### src/rtl/core_control_ldst.sv
// Load/store sequencer for the memory stage: single byte/half/word accesses with
// lane steering and sign extension, misalignment faults, and ascending/descending
// multi-register block transfers with final-address writeback.
module core_control_ldst #(
    parameter int unsigned WORD_W = 32,
    parameter int unsigned ADDR_W = 30,
    parameter int unsigned NREGS  = 16,
    localparam int unsigned NB      = WORD_W / 8,
    localparam int unsigned OFS_W   = $clog2(NB),
    localparam int unsigned BADDR_W = ADDR_W + OFS_W,
    localparam int unsigned REG_W   = $clog2(NREGS)
) (
    input  logic               clk,
    input  logic               rst,
    input  logic               start,
    input  logic               op_write,
    input  logic               op_multi,
    input  logic               op_decrement,
    input  logic [1:0]         op_size,
    input  logic               op_signed,
    input  logic [REG_W-1:0]   op_reg,
    input  logic [NREGS-1:0]   op_mask,
    input  logic [BADDR_W-1:0] base_addr,
    output logic [REG_W-1:0]   rd_index,
    input  logic [WORD_W-1:0]  rd_value,
    output logic [ADDR_W-1:0]  mem_addr,
    output logic [WORD_W-1:0]  mem_data_wr,
    output logic [NB-1:0]      mem_data_be,
    output logic               mem_start,
    output logic               mem_write,
    input  logic               mem_ready,
    input  logic [WORD_W-1:0]  mem_data_rd,
    output logic               wr_en,
    output logic [REG_W-1:0]   wr_index,
    output logic [WORD_W-1:0]  wr_value,
    output logic               stall,
    output logic               done,
    output logic               fault,
    output logic [BADDR_W-1:0] final_addr
);

    typedef enum logic [1:0] {IDLE, ISSUE, WAIT, DONE} state_t;

    localparam logic [1:0] SZ_BYTE = 2'd0;
    localparam logic [1:0] SZ_HALF = 2'd1;
    localparam logic [1:0] SZ_WORD = 2'd2;

    state_t             state_q, state_d;
    logic               write_q, write_d;
    logic               multi_q, multi_d;
    logic               dec_q, dec_d;
    logic [1:0]         size_q, size_d;
    logic               signed_q, signed_d;
    logic [NREGS-1:0]   mask_q, mask_d;
    logic [BADDR_W-1:0] addr_q, addr_d;
    logic [REG_W-1:0]   cur_q, cur_d;
    logic [ADDR_W-1:0]  mem_addr_q, mem_addr_d;
    logic [NB-1:0]      be_q, be_d;
    logic               mem_start_q, mem_start_d;
    logic               mem_write_q, mem_write_d;
    logic               wr_en_q, wr_en_d;
    logic [REG_W-1:0]   wr_index_q, wr_index_d;
    logic [WORD_W-1:0]  wr_value_q, wr_value_d;
    logic               done_q, done_d;
    logic               fault_q, fault_d;
    logic [BADDR_W-1:0] final_q, final_d;

    logic [OFS_W-1:0]   ofs_in;
    logic [REG_W-1:0]   first_reg;
    logic [REG_W-1:0]   next_reg;
    logic [BADDR_W-1:0] next_addr;

    // Lowest set bit when ascending, highest when descending
    function automatic logic [REG_W-1:0] pick(input logic [NREGS-1:0] m, input logic dn);
        logic [REG_W-1:0] r;
        r = '0;
        if (dn) begin
            for (int i = 0; i < int'(NREGS); i++) if (m[i]) r = REG_W'(i);
        end else begin
            for (int i = int'(NREGS) - 1; i >= 0; i--) if (m[i]) r = REG_W'(i);
        end
        return r;
    endfunction

    function automatic logic [NREGS-1:0] clear_bit(input logic [NREGS-1:0] m, input logic [REG_W-1:0] idx);
        return m & ~(NREGS'(1) << idx);
    endfunction

    function automatic logic misaligned(input logic [1:0] sz, input logic [OFS_W-1:0] o);
        case (sz)
            SZ_BYTE: return 1'b0;
            SZ_HALF: return o[0];
            SZ_WORD: return o != '0;
            default: return 1'b1;
        endcase
    endfunction

    function automatic logic [NB-1:0] lane_be(input logic [1:0] sz, input logic [OFS_W-1:0] o);
        case (sz)
            SZ_BYTE: return NB'(1) << o;
            SZ_HALF: return NB'(3) << o;
            default: return '1;
        endcase
    endfunction

    function automatic logic [WORD_W-1:0] extract(input logic [WORD_W-1:0] d, input logic [1:0] sz,
                                                  input logic [OFS_W-1:0] o, input logic sgn);
        logic [WORD_W-1:0] sh;
        sh = d >> {o, 3'b000};
        case (sz)
            SZ_BYTE: return sgn ? WORD_W'($signed(sh[7:0]))  : WORD_W'(sh[7:0]);
            SZ_HALF: return sgn ? WORD_W'($signed(sh[15:0])) : WORD_W'(sh[15:0]);
            default: return sh;
        endcase
    endfunction

    function automatic logic [WORD_W-1:0] replicate(input logic [WORD_W-1:0] v, input logic [1:0] sz);
        case (sz)
            SZ_BYTE: return {NB{v[7:0]}};
            SZ_HALF: return {(NB / 2){v[15:0]}};
            default: return v;
        endcase
    endfunction

    // Next-state and registered-output computation
    always_comb begin
        state_d     = state_q;
        write_d     = write_q;
        multi_d     = multi_q;
        dec_d       = dec_q;
        size_d      = size_q;
        signed_d    = signed_q;
        mask_d      = mask_q;
        addr_d      = addr_q;
        cur_d       = cur_q;
        mem_addr_d  = mem_addr_q;
        be_d        = be_q;
        mem_write_d = mem_write_q;
        wr_index_d  = wr_index_q;
        wr_value_d  = wr_value_q;
        final_d     = final_q;
        mem_start_d = 1'b0;
        wr_en_d     = 1'b0;
        done_d      = 1'b0;
        fault_d     = 1'b0;
        ofs_in      = base_addr[OFS_W-1:0];
        first_reg   = op_multi ? pick(op_mask, op_decrement) : op_reg;
        next_reg    = pick(mask_q, dec_q);
        next_addr   = dec_q ? addr_q - BADDR_W'(NB) : addr_q + BADDR_W'(NB);

        case (state_q)
            IDLE: begin
                if (start) begin
                    write_d  = op_write;
                    multi_d  = op_multi;
                    dec_d    = op_decrement;
                    signed_d = op_signed;
                    size_d   = op_multi ? SZ_WORD : op_size;
                    addr_d   = base_addr;
                    if (op_multi ? (ofs_in != '0) : misaligned(op_size, ofs_in)) begin
                        fault_d = 1'b1;
                    end else if (op_multi && op_mask == '0) begin
                        done_d  = 1'b1;
                        final_d = base_addr;
                        state_d = DONE;
                    end else begin
                        cur_d       = first_reg;
                        mask_d      = op_multi ? clear_bit(op_mask, first_reg) : '0;
                        mem_addr_d  = base_addr[BADDR_W-1:OFS_W];
                        be_d        = op_multi ? '1 : lane_be(op_size, ofs_in);
                        mem_write_d = op_write;
                        mem_start_d = 1'b1;
                        state_d     = ISSUE;
                    end
                end
            end
            ISSUE: state_d = WAIT;
            WAIT: begin
                if (mem_ready) begin
                    if (!write_q) begin
                        wr_en_d    = 1'b1;
                        wr_index_d = cur_q;
                        wr_value_d = extract(mem_data_rd, size_q, addr_q[OFS_W-1:0], signed_q);
                    end
                    if (mask_q != '0) begin
                        cur_d       = next_reg;
                        mask_d      = clear_bit(mask_q, next_reg);
                        addr_d      = next_addr;
                        mem_addr_d  = next_addr[BADDR_W-1:OFS_W];
                        mem_start_d = 1'b1;
                        state_d     = ISSUE;
                    end else begin
                        done_d  = 1'b1;
                        final_d = multi_q ? next_addr : addr_q;
                        state_d = DONE;
                    end
                end
            end
            DONE: state_d = IDLE;
            default: state_d = IDLE;
        endcase
    end

    // State and output registers
    always_ff @(posedge clk or posedge rst) begin
        if (rst) begin
            state_q     <= IDLE;
            write_q     <= 1'b0;
            multi_q     <= 1'b0;
            dec_q       <= 1'b0;
            size_q      <= 2'd0;
            signed_q    <= 1'b0;
            mask_q      <= '0;
            addr_q      <= '0;
            cur_q       <= '0;
            mem_addr_q  <= '0;
            be_q        <= '0;
            mem_start_q <= 1'b0;
            mem_write_q <= 1'b0;
            wr_en_q     <= 1'b0;
            wr_index_q  <= '0;
            wr_value_q  <= '0;
            done_q      <= 1'b0;
            fault_q     <= 1'b0;
            final_q     <= '0;
        end else begin
            state_q     <= state_d;
            write_q     <= write_d;
            multi_q     <= multi_d;
            dec_q       <= dec_d;
            size_q      <= size_d;
            signed_q    <= signed_d;
            mask_q      <= mask_d;
            addr_q      <= addr_d;
            cur_q       <= cur_d;
            mem_addr_q  <= mem_addr_d;
            be_q        <= be_d;
            mem_start_q <= mem_start_d;
            mem_write_q <= mem_write_d;
            wr_en_q     <= wr_en_d;
            wr_index_q  <= wr_index_d;
            wr_value_q  <= wr_value_d;
            done_q      <= done_d;
            fault_q     <= fault_d;
            final_q     <= final_d;
        end
    end

    // Store data follows the combinational register-file read while the access is in flight
    assign mem_data_wr = (write_q && (state_q == ISSUE || state_q == WAIT))
                         ? replicate(rd_value, size_q) : '0;
    assign stall       = (start && state_q == IDLE) || state_q == ISSUE || state_q == WAIT;
    assign rd_index    = cur_q;
    assign mem_addr    = mem_addr_q;
    assign mem_data_be = be_q;
    assign mem_start   = mem_start_q;
    assign mem_write   = mem_write_q;
    assign wr_en       = wr_en_q;
    assign wr_index    = wr_index_q;
    assign wr_value    = wr_value_q;
    assign done        = done_q;
    assign fault       = fault_q;
    assign final_addr  = final_q;

endmodule

### config.mk
export PLATFORM = sky130hd
export DESIGN_NAME = core_control_ldst
export DESIGN_NICKNAME = d
export VERILOG_FILES = /design/src/rtl/core_control_ldst.sv
export SDC_FILE = /design/constraint.sdc
export NUM_CORES = 1
export LEC_CHECK = 0
export BUFFER_PORTS_ARGS = -buffer_cell sky130_fd_sc_hd__clkbuf_2
export CORE_ASPECT_RATIO = 0.9
export CORE_MARGIN = 3
export CORE_UTILIZATION = 50
export DETAILED_ROUTE_END_ITERATION = 16
export GPL_ROUTABILITY_DRIVEN = 0
export PLACE_DENSITY_LB_ADDON = 0.15
export SYNTH_ARGS = -nofsm -noshare
export SYNTH_HDL_FRONTEND = slang
export SYNTH_SLANG_ARGS = --single-unit
### constraint.sdc
create_clock -name clk -period 6.8 [get_ports clk]
set_input_delay 1.36 -clock clk [delete_from_list [all_inputs] [get_ports clk]]
set_output_delay 1.36 -clock clk [all_outputs]
set_load 0.02 [all_outputs]
==> qor.csv <==
metric,value,unit
via count,10800,
flip-flop and latch area,4180,um2
sequential cell area fraction in the yosys report,0.383,
R2R depth,9,
CTS H-tree depth,4,
largest net degree at the start of global routing,95,
max_cap viols,0,
CTS Buffer Depth,2,
Netlist Area Pre-Place,10900,um2
Sink Count,167,
total congestion overflow,0,
Hold Path Depth,1,
reg-to-reg startpoint,dec_q,
area of the multi-input gates,6320,um2
reg2reg end,addr_q[27],
met3 WL,2.54,mm
CP required,5.44,ns
end of the worst hold path,final_addr[11],
cell family with most CP delay,simple AND/OR/NAND/NOR gates,
Wirelength per Cell,18.7,um
"Setup violations, final",0,
# rows,50,
Synth Net Count,1458,
crit-path cells,"inv_1, ha_1, nand2_1, a21oi_1, clkbuf_2",
Power Density,607,nW/um2
CTS tree,done,
initial antenna violation count,1,
post-cts resize count,0,
synthesis-to-finish area growth,19.2,%
Rel. slew slack,0.103,
met1 wire length,15.4,mm
fin util,0.615,
Startpoint Class,flop,
Final Hold Vio Count,0,
HP Start,final_addr[11],
die area,23600,um2
worst hold path class,flop to flop,
final period utilization,0.593,
status,"finished, final reports clean",
Clock transition at path regs,0.07,ns
placed wire-length estimate,25.2,mm
Worst Setup End Kind,output pin,
Yosys warnings,0,
RSZ-0062 raised after global routing,no,
leakage power,6.11,nW
Worst Path Buf+Inv,2,
die width,162,um
hold_buf cts,0,
Crit path largest cell delay,0.55,ns
fin nets,1681,
number of synthesized flops with an enable pin,0,
Setup Skew,0.0111,ns
Fin Setup TNS,0,ns
layout cells sized above 1,0.236,
DIE HEIGHT,146,um
antenna violation net count after detailed routing,0,
Starting DRT DRC Count,783,
reg2reg setup slack,2.89,ns
Yosys reg bits,167,
port bufs,269,
routed wire length,34.1,mm
arrival time worst endpoint,2.67,ns
vias in the first global route,10000,
synth unique cells,71,
worst-path fanout max,24,
Crit Path Category,flop to output pin,
WL met2,15.5,mm
VDD IR max,0.301,mV
Initial DRT Pass Iterations,6,
root buffer cell,clkbuf_16,
Tightest Pin Transition,1.35,ns
Num CTS Buffers,17,
fraction of registers with async set or reset after synthesis,1.00,
Synth Area per Inst,8.40,um2
# fillers,1927,
Initial Util,0.516,
first-pass GRT wire length,54.0,mm
Vias/cell,5.92,
uppermost layer routed,met4,
FMAX,248,MHz
core area,21100,um2
GRT Total Usage,0.281,
Worst-Skew Late Latency,0.43,ns
I/O pin total,270,
slowest CP cell,nand2_1,
Synth Flop Type,dfrtp_1,
Post-Syn Instances,1299,
Post-CTS Setup Bufs,0,
# DRC,0,
min Tclk post-route,4.03,ns
Final Max Slew Viols,0,
## metrics by stage
step	hold WS, ns	cells	cell area, um2	setup slack, ns	power (mW)
detailed placement	0.466	1789	12400	2.48	6.85
floorplan	0.468	1299	10900	0.922	5.48
global route	0.497	1822	13000	2.55	8.52
global placement	0.463	1789	12400	2.60	6.77
finish	0.476	1822	13000	2.77	7.90
CTS	0.481	1821	13000	2.76	7.89
## Yosys cell counts (13+ instances only)
cell | n | area share
nor3_1 | 26 | 0.012
ha_1 | 32 | 0.037
o31ai_1 | 16 | 0.011
nand2_1 | 179 | 0.062
nand2b_1 | 13 | 0.0075
a31oi_1 | 23 | 0.013
nor2b_1 | 31 | 0.018
a211oi_1 | 26 | 0.018
mux2i_1 | 68 | 0.062
mux2_2 | 20 | 0.021
dfrtp_1 | 167 | 0.38
nor2_1 | 144 | 0.050
a21oi_1 | 90 | 0.041
o21ai_0 | 122 | 0.056
nand3_1 | 15 | 0.0069
inv_1 | 25 | 0.0086
a21o_1 | 23 | 0.016
clkbuf_1 | 55 | 0.019
## final cells by class
type                       instances  area share
multi-input combinational       1028       0.486
sequential                       167       0.321
timing repair buffer             282       0.111
clock buffer                      20      0.0351
tap                              286      0.0275
clock inverter                    12      0.0110
inverter                          26     0.00789
antenna                            1    0.000192
## sequential cells by signal, indices dropped and copies added, names as in the netlist
name	flops
state_q	2
wr_en	1
signed_q	1
wr_value	32
mem_start	1
final_addr	32
rd_index	4
fault	1
done	1
size_q	2
mem_addr	30
multi_q	1
write_q	1
mask_q	16
wr_index	4
mem_data_be	4
addr_q	32
dec_q	1
mem_write	1
## how the worst max path moves through the flow
stage                           from             end  slack [ns]  cells past startpoint
after floorplan                  rst       addr_q[0]        0.92                      1
after global placement      op_multi       mask_q[5]        2.60                      8
after detailed placement    op_multi      mask_q[11]        2.48                      8
after CTS                 state_q[0]  mem_data_wr[8]        2.76                      5
after global routing      state_q[1]  mem_data_wr[8]        2.55                      5
final                     state_q[0]  mem_data_wr[8]        2.77                      5
## cell families (layout without fill, tap and decap cells)
kind of cell / after synthesis / in the layout / synth area share
flip-flops: 167 / 167 / 0.383
multiplexers: 88 / 88 / 0.0830
XOR/XNOR: 21 / 21 / 0.0169
AO/OA/AOI/OAI: 405 / 405 / 0.238
buffers and inverters: 104 / 340 / 0.0389
AND/OR/NAND/NOR: 481 / 481 / 0.202
adder cells (fa/ha/maj): 33 / 33 / 0.0385
other: 0 / 1 / 0
## report_power, final
group | switching [mW] | total (mW) | internal, mW
combinational | 3.17 | 4.96 | 1.79
clock | 0.432 | 1.00 | 0.568
sequential | 0.450 | 1.94 | 1.49
## layout by cell type, fill, tap and decap left out, drive strengths merged, types with 10 or more instances in the layout
master,n
inv,29
a21o,23
or3,12
and3,11
nor4,12
nor2b,31
xnor2,12
a211oi,27
o31ai,16
nand2b,13
buf,13
a31oi,23
nand4,10
ha,32
mux2,20
nor3,26
mux2i,68
or4,10
dfrtp,167
clkbuf,289
a21oi,91
nand2,180
o21ai,123
nand3,15
o211ai,12
nor2,144
## per-layer routing
layer  track usage  vias up
li1              -     5155
met1         0.396     5134
met2         0.445      446
met3        0.0565       48
met4        0.0772        0
met5             0        -
Note: power is estimated with default switching activity, not from simulation.
